===== src/rtl/clk_tick_gen_if.sv =====
// clk_tick_gen_if: groups the tick generator's control inputs and tick/reset outputs.
//   enable  : high = tick counters advance
//   div_in  : packed per-channel divisors, channel k at [k*DIV_W +: DIV_W]
//   rst_out : synchronous active-high reset for downstream logic
//   tick    : one-cycle enable pulse per channel
//   phase   : 50% square wave per channel, toggles on each tick
//   running : high while the generator is in its run state
// Modports: master drives enable/div_in (system side), slave is the generator.
interface clk_tick_gen_if #(
    parameter int unsigned NCH   = 3,
    parameter int unsigned DIV_W = 27
);
    logic                   enable;
    logic [NCH*DIV_W-1:0]   div_in;
    logic                   rst_out;
    logic [NCH-1:0]         tick;
    logic [NCH-1:0]         phase;
    logic                   running;

    modport master (
        output enable,
        output div_in,
        input  rst_out,
        input  tick,
        input  phase,
        input  running
    );

    modport slave (
        input  enable,
        input  div_in,
        output rst_out,
        output tick,
        output phase,
        output running
    );
endinterface


===== src/rtl/clk_tick_gen.sv =====
// clk_tick_gen: reset conditioner plus NCH programmable clock-enable tick channels.
//   clk   : system clock, all logic on its rising edge
//   reset : asynchronous active-low reset
//   bus   : clk_tick_gen_if slave (enable, div_in in; rst_out, tick, phase, running out)
// Reset release is double-synchronised, then rst_out is held for RST_STRETCH more cycles
// before the run state is entered. Each channel counts enabled run cycles against a
// shadow divisor that reloads only at terminal count, so periods are never cut short.
// Divisors 0 and 1 both produce a tick on every advancing cycle.
// Optional build macro TICKGEN_CASCADE_EN: channel k>0 advances only when channel k-1
// reaches terminal count, so its period is the product of the divisors up to k.
module clk_tick_gen #(
    parameter int unsigned NCH         = 3,
    parameter int unsigned DIV_W       = 27,
    parameter int unsigned RST_STRETCH = 16
) (
    input  logic          clk,
    input  logic          reset,
    clk_tick_gen_if.slave bus
);
    localparam int unsigned SW = (RST_STRETCH > 1) ? $clog2(RST_STRETCH) : 1;
    localparam logic [SW-1:0] StretchLast = SW'(RST_STRETCH - 1);

    typedef enum logic [1:0] {StReset, StStretch, StRun} state_e;

    state_e        state_q, state_d;
    logic [1:0]    sync_q;
    logic [SW-1:0] scnt_q, scnt_d;
    logic          run_d;
    logic          rst_out_q;
    logic          running_q;

    // Release synchroniser; assertion stays asynchronous through the flop reset.
    always_ff @(posedge clk or negedge reset) begin
        if (!reset) begin
            sync_q <= '0;
        end else begin
            sync_q <= {sync_q[0], 1'b1};
        end
    end

    always_ff @(posedge clk or negedge reset) begin
        if (!reset) begin
            state_q   <= StReset;
            scnt_q    <= '0;
            rst_out_q <= 1'b1;
            running_q <= 1'b0;
        end else begin
            state_q   <= state_d;
            scnt_q    <= scnt_d;
            rst_out_q <= !run_d;
            running_q <= run_d;
        end
    end

    always_comb begin
        state_d = state_q;
        scnt_d  = scnt_q;
        case (state_q)
            StReset: begin
                if (sync_q[1]) begin
                    state_d = StStretch;
                    scnt_d  = '0;
                end
            end
            StStretch: begin
                if (scnt_q == StretchLast) begin
                    state_d = StRun;
                end else begin
                    scnt_d = scnt_q + SW'(1);
                end
            end
            StRun:   state_d = StRun;
            default: state_d = StReset;
        endcase
    end

    // Counters also advance on the edge that enters RUN, so a divisor-D channel ticks
    // in the D-th run cycle with a registered tick.
    assign run_d       = (state_d == StRun);
    assign bus.rst_out = rst_out_q;
    assign bus.running = running_q;

    for (genvar k = 0; k < NCH; k++) begin : g_ch
        logic [DIV_W-1:0] div_in_k;
        logic [DIV_W-1:0] cur_div;
        logic [DIV_W-1:0] lim;
        logic [DIV_W-1:0] cnt_q, cnt_d;
        logic [DIV_W-1:0] sdiv_q, sdiv_d;
        logic             adv;
        logic             term;
        logic             fire;
        logic             tick_q;
        logic             phase_q;

        assign div_in_k = bus.div_in[k*DIV_W +: DIV_W];

        // The shadow only becomes authoritative once running; before that it tracks
        // div_in, so compare against div_in directly on the run-entry edge.
        assign cur_div = (state_q == StRun) ? sdiv_q : div_in_k;
        assign lim     = (cur_div <= DIV_W'(1)) ? '0 : cur_div - DIV_W'(1);
        assign term    = (cnt_q == lim);

        if (k == 0) begin : g_src
            assign adv = run_d & bus.enable;
        end else begin : g_src
`ifdef TICKGEN_CASCADE_EN
            assign adv = run_d & bus.enable & g_ch[k-1].fire;
`else
            assign adv = run_d & bus.enable;
`endif
        end

        assign fire = adv & term;

        always_comb begin
            cnt_d  = cnt_q;
            sdiv_d = sdiv_q;
            if (adv) begin
                cnt_d = term ? '0 : cnt_q + DIV_W'(1);
            end
            if ((state_q == StStretch) || fire) begin
                sdiv_d = div_in_k;
            end
        end

        always_ff @(posedge clk or negedge reset) begin
            if (!reset) begin
                cnt_q   <= '0;
                sdiv_q  <= '0;
                tick_q  <= 1'b0;
                phase_q <= 1'b0;
            end else begin
                cnt_q   <= cnt_d;
                sdiv_q  <= sdiv_d;
                tick_q  <= fire;
                phase_q <= phase_q ^ fire;
            end
        end

        assign bus.tick[k]  = tick_q;
        assign bus.phase[k] = phase_q;
    end
endmodule


===== src/flat_wrapper.sv =====
// flat-port wrapper written by rule: the top's interface ports become plain ports
module clk_tick_gen_flat 
#(
    parameter int unsigned NCH         = 3,
    parameter int unsigned DIV_W       = 27,
    parameter int unsigned RST_STRETCH = 16
)
  (clk, reset, bus_enable, bus_div_in, bus_rst_out, bus_tick, bus_phase, bus_running);
  clk_tick_gen_if #(.NCH(NCH), .DIV_W(DIV_W)) bus_i ();
  input  logic clk;
  input  logic reset;
  input wire logic [$bits(bus_i.enable)-1:0] bus_enable;
  input wire logic [$bits(bus_i.div_in)-1:0] bus_div_in;
  output wire logic [$bits(bus_i.rst_out)-1:0] bus_rst_out;
  output wire logic [$bits(bus_i.tick)-1:0] bus_tick;
  output wire logic [$bits(bus_i.phase)-1:0] bus_phase;
  output wire logic [$bits(bus_i.running)-1:0] bus_running;
  assign bus_i.enable = bus_enable;
  assign bus_i.div_in = bus_div_in;
  assign bus_rst_out = bus_i.rst_out;
  assign bus_tick = bus_i.tick;
  assign bus_phase = bus_i.phase;
  assign bus_running = bus_i.running;
  clk_tick_gen #(.NCH(NCH), .DIV_W(DIV_W), .RST_STRETCH(RST_STRETCH)) u_core (.clk(clk), .reset(reset), .bus(bus_i));
endmodule

===== config.mk =====
export PLATFORM = sky130hd
export DESIGN_NAME = clk_tick_gen_flat
export DESIGN_NICKNAME = d
export VERILOG_FILES = /design/src/rtl/clk_tick_gen_if.sv /design/src/rtl/clk_tick_gen.sv /design/src/flat_wrapper.sv
export SDC_FILE = /design/constraint.sdc
export NUM_CORES = 1
export LEC_CHECK = 0
export BUFFER_PORTS_ARGS = -buffer_cell sky130_fd_sc_hd__clkbuf_2
export CAP_MARGIN = 0
export CORE_MARGIN = 1.5
export CORE_UTILIZATION = 30
export DETAILED_ROUTE_END_ITERATION = 16
export MAX_ROUTING_LAYER = met4
export PLACE_DENSITY = 0.46
export SYNTH_ARGS = -nofsm -noshare
export SYNTH_HDL_FRONTEND = slang
export SYNTH_SLANG_ARGS = --single-unit

===== constraint.sdc =====
create_clock -name clk -period 13.9 [get_ports clk]
set_clock_uncertainty 0.15 [all_clocks]
set_input_delay 4.17 -clock clk [delete_from_list [all_inputs] [get_ports clk]]
set_output_delay 4.17 -clock clk [all_outputs]
set_load 0.02 [all_outputs]

==> flow_metrics.py <==
metrics = {
    "status": {
        "status": "completed",
    },
    "route": {
        "antenna_left": 0,
        "drc": 0,
        "wl_mm": 44.8,
        "drtPass1Iterations": 5,
        "viasPerCell": 5.49,
        "drt_iter0_markers": 856,
        "routedWlPerCell_um": 19.8,
        "vias": 12500,
    },
    "critical_path": {
        "crit_fanout": 26,
        "crit_type": "input port to register",
        "crit_path_start_kind": "input port",
        "arrival_ps": 8960,
        "required_ps": 14090,
        "cp-end-kind": "register",
    },
    "yosys": {
        "synth-seq-cells": 178,
        "synth_area_leader_cell": "dfrtp_1",
        "synthTopCellsByArea": "dfrtp_1 31%, mux2i_1 7.9%, xnor2_1 6.4%",
        "yosysWarningCount": 0,
        "syn_inst": 1600,
        "async_reset_ff_share_pct": 100,
        "synth.cells.most_frequent": "226 x nor2_1, 177 x dfrtp_1, 113 x mux2i_1",
        "synth_cell_type_count": 95,
        "yosysMostFrequentCell": "nor2_1",
        "postSynthAreaPerCell_um2": 8.93,
        "synth_flop_cell": "dfrtp_1",
        "synth_area_mm2": 0.0143,
        "synth.top_cell.area_share_pct": 31.0,
        "ys_seq_area_share_pct": 31.2,
        "synth_nets": 1691,
        "synth_edf_count": 0,
    },
    "placement": {
        "dp_hpwl_mm": 33.7,
        "gp_congestion": 0.880,
        "io_buffers": 91,
    },
    "sta": {
        "finalCritPeriodShare_pct": 63.1,
        "fmax_ghz": 0.114,
        "setup-tns-final_ps": 0,
        "hold_viol_final": 0,
        "worst_slew_pin_slew_ps": 1070,
        "setup_viol": 0,
        "slew_headroom_pct": 29.0,
        "fin_crit_ps": 8770,
        "rsz0062_at_grt": "false",
        "finalMaxSlewViolations": 0,
    },
    "grt": {
        "antenna_found_initial": 0,
        "grt_pass1_vias": 12000,
        "grt_max_degree": 64,
        "grt_pass1_wl_mm": 71.5,
        "track_usage_pct": 19.1,
        "grt-ovfl-total": 0,
    },
    "clocking": {
        "cts_root_buffer": "clkbuf_16",
        "ctsResizeCount": 0,
        "clk_latency_ps": 500,
        "cts_tree": "done",
        "numCtsBuffers": 17,
        "holdBufCountCts": 0,
        "cts.sinks": 178,
        "postCtsSetupRepairBufs": 0,
        "clk_pin_slew_ps": 80,
        "ctsHtreeMaxLevel": 4,
        "clockBufferDepth": 2,
    },
    "final_layout": {
        "num-fill-cells": 4860,
        "seqCellArea_mm2": 0.00446,
        "final_nets": 1738,
        "drive_gt1_share_pct": 15.0,
        "num_antenna_cells": 0,
        "multiInputGateArea_mm2": 0.00934,
        "utilization_pct": 33.8,
        "synthToLayoutAreaGrowth_pct": 10.7,
    },
    "floorplan": {
        "die_h_um": 221,
        "core_region_area_mm2": 0.0468,
        "fp-row-count": 79,
        "die_w_um": 221,
        "start_util_pct": 30.6,
        "die_area_mm2": 0.0490,
        "io_pins": 92,
    },
    "pwr": {
        "power.switching_mw": 0.640,
        "switching_share_pct": 37.0,
        "irDropWorstVdd_uv": 81.2,
        "p_int_mw": 1.09,
        "power_leakage_nw": 6.36,
        "clkPwrFrac_pct": 29.2,
        "powerDensity_mw_per_mm2": 109,
        "p_seq_share_pct": 43.7,
        "pwr-share-comb_pct": 27.1,
    },
    "worst_hold_path": {
        "hold_path_class": "register to register",
    },
    "flow_run": {
        "cap_viol_max_count": 0,
    },
}
-- power by group through the flow --
stage	combinational (mW)	sequential (mW)	clock, mW
floorplan	0.356	0.716	0
global placement	0.466	0.762	0
detailed placement	0.474	0.764	0
CTS	0.475	0.755	0.528
global route	0.518	0.775	0.544
finish	0.469	0.756	0.505
-- state kept, by name, indices dropped and copies added (netlist names) --
signal,flops
u_core.state_q,2
u_core.g_ch.tick_q,3
u_core.g_ch.cnt_q,81
u_core.bus.rst_out,1
u_core.g_ch.sdiv_q,81
u_core.sync_q,2
u_core.scnt_q,4
u_core.bus.running,1
u_core.g_ch.phase_q,3
-- area by class of cell --
| class | instances | share of cell area [%] |
|---|---|---|
| multi-input cells | 1317 | 59.0 |
| flip-flops and latches | 178 | 28.2 |
| well taps | 607 | 4.80 |
| repair buffers | 109 | 3.79 |
| clock buffers | 17 | 2.69 |
| clock inverters | 15 | 1.01 |
| inverters | 24 | 0.569 |
-- cells in the final DEF (no fill, tap or decap), types with 12 or more instances in the layout --
| cell type | Yosys | final |
|---|---|---|
| nor2_1 | 226 | 226 |
| dfrtp_1 | 177 | 177 |
| mux2i_1 | 113 | 113 |
| xnor2_1 | 104 | 104 |
| clkbuf_2 | 0 | 90 |
| nand2_1 | 83 | 83 |
| mux2_2 | 64 | 64 |
| nand3_1 | 59 | 59 |
| nor3_1 | 58 | 58 |
| xor2_1 | 50 | 50 |
| or3_1 | 48 | 48 |
| o21ai_0 | 46 | 46 |
| a21oi_1 | 39 | 39 |
| nand4_1 | 38 | 38 |
| and3_1 | 34 | 34 |
| nor4_1 | 31 | 31 |
| inv_1 | 24 | 24 |
| mux2_1 | 24 | 24 |
| buf_4 | 18 | 18 |
| clkbuf_16 | 0 | 17 |
| nor3b_1 | 16 | 16 |
| a211oi_1 | 15 | 15 |
| and4_1 | 14 | 14 |
| nand3b_1 | 12 | 12 |
-- kinds of logic after synthesis --
group,Yosys count,synth area share (%)
other cells,1,0.0262
fa+ha+maj,7,0.613
buf+inv,105,3.67
simple gates,706,26.3
compound gates,236,12.1
flops,178,31.2
xor+xnor,165,11.2
mux,202,14.9
-- path summary, 6_finish.rpt --
kind	slack [ps]	startpoint	depth (start not counted)	endpoint
max	5130	bus_div_in[27]	13	u_core.g_ch[1].cnt_q[6]
min	210	u_core.sync_q[0]	0	u_core.sync_q[1]
max reg2reg	7070	u_core.state_q[1]	16	u_core.g_ch[1].cnt_q[6]
min reg2reg	210	u_core.sync_q[0]	0	u_core.sync_q[1]
max in group asynchronous	8760	reset	2	u_core.g_ch[1].cnt_q[17]
min in group asynchronous	3540	reset	1	u_core.g_ch[0].sdiv_q[5]
-- worst max-delay path: stages --
cell       delay, ps
clkbuf_2         130
mux2i_1          310
ha_1             330
nor3b_1          390
nand3_1          230
a2111oi_2        730
a21boi_0         240
or2_2            340
nor4_1           330
o32ai_1          150
or4b_4           590
nor3_4           850
nor3_1           140
-- per-layer routing --
layer  track usage [%]  share of wire (%)  up-vias  wire length [um]
met5                 -                  0        -                 0
met4              5.41                1.5        0               663
met3              2.87                3.0       36              1350
met2              29.7                 46      227             20800
met1              25.7                 49     6183             22000
li1                  -                  -     6005                 -
-- per-stage QoR --
stage / hold slack [ps] / instance area (um2) / total power, mW / setup slack (ps) / cells
final: 208 / 15800 / 1.73 / 5130 / 2267
after CTS: 211 / 15800 / 1.76 / 5160 / 2267
after detailed placement: 185 / 15200 / 1.24 / 4620 / 2235
after floorplan: 181 / 14300 / 1.07 / 5370 / 1600
after global placement: 185 / 15200 / 1.23 / 4660 / 2235
after global routing: 232 / 15800 / 1.84 / 4630 / 2267
Note: power is estimated with default switching activity, not from simulation.
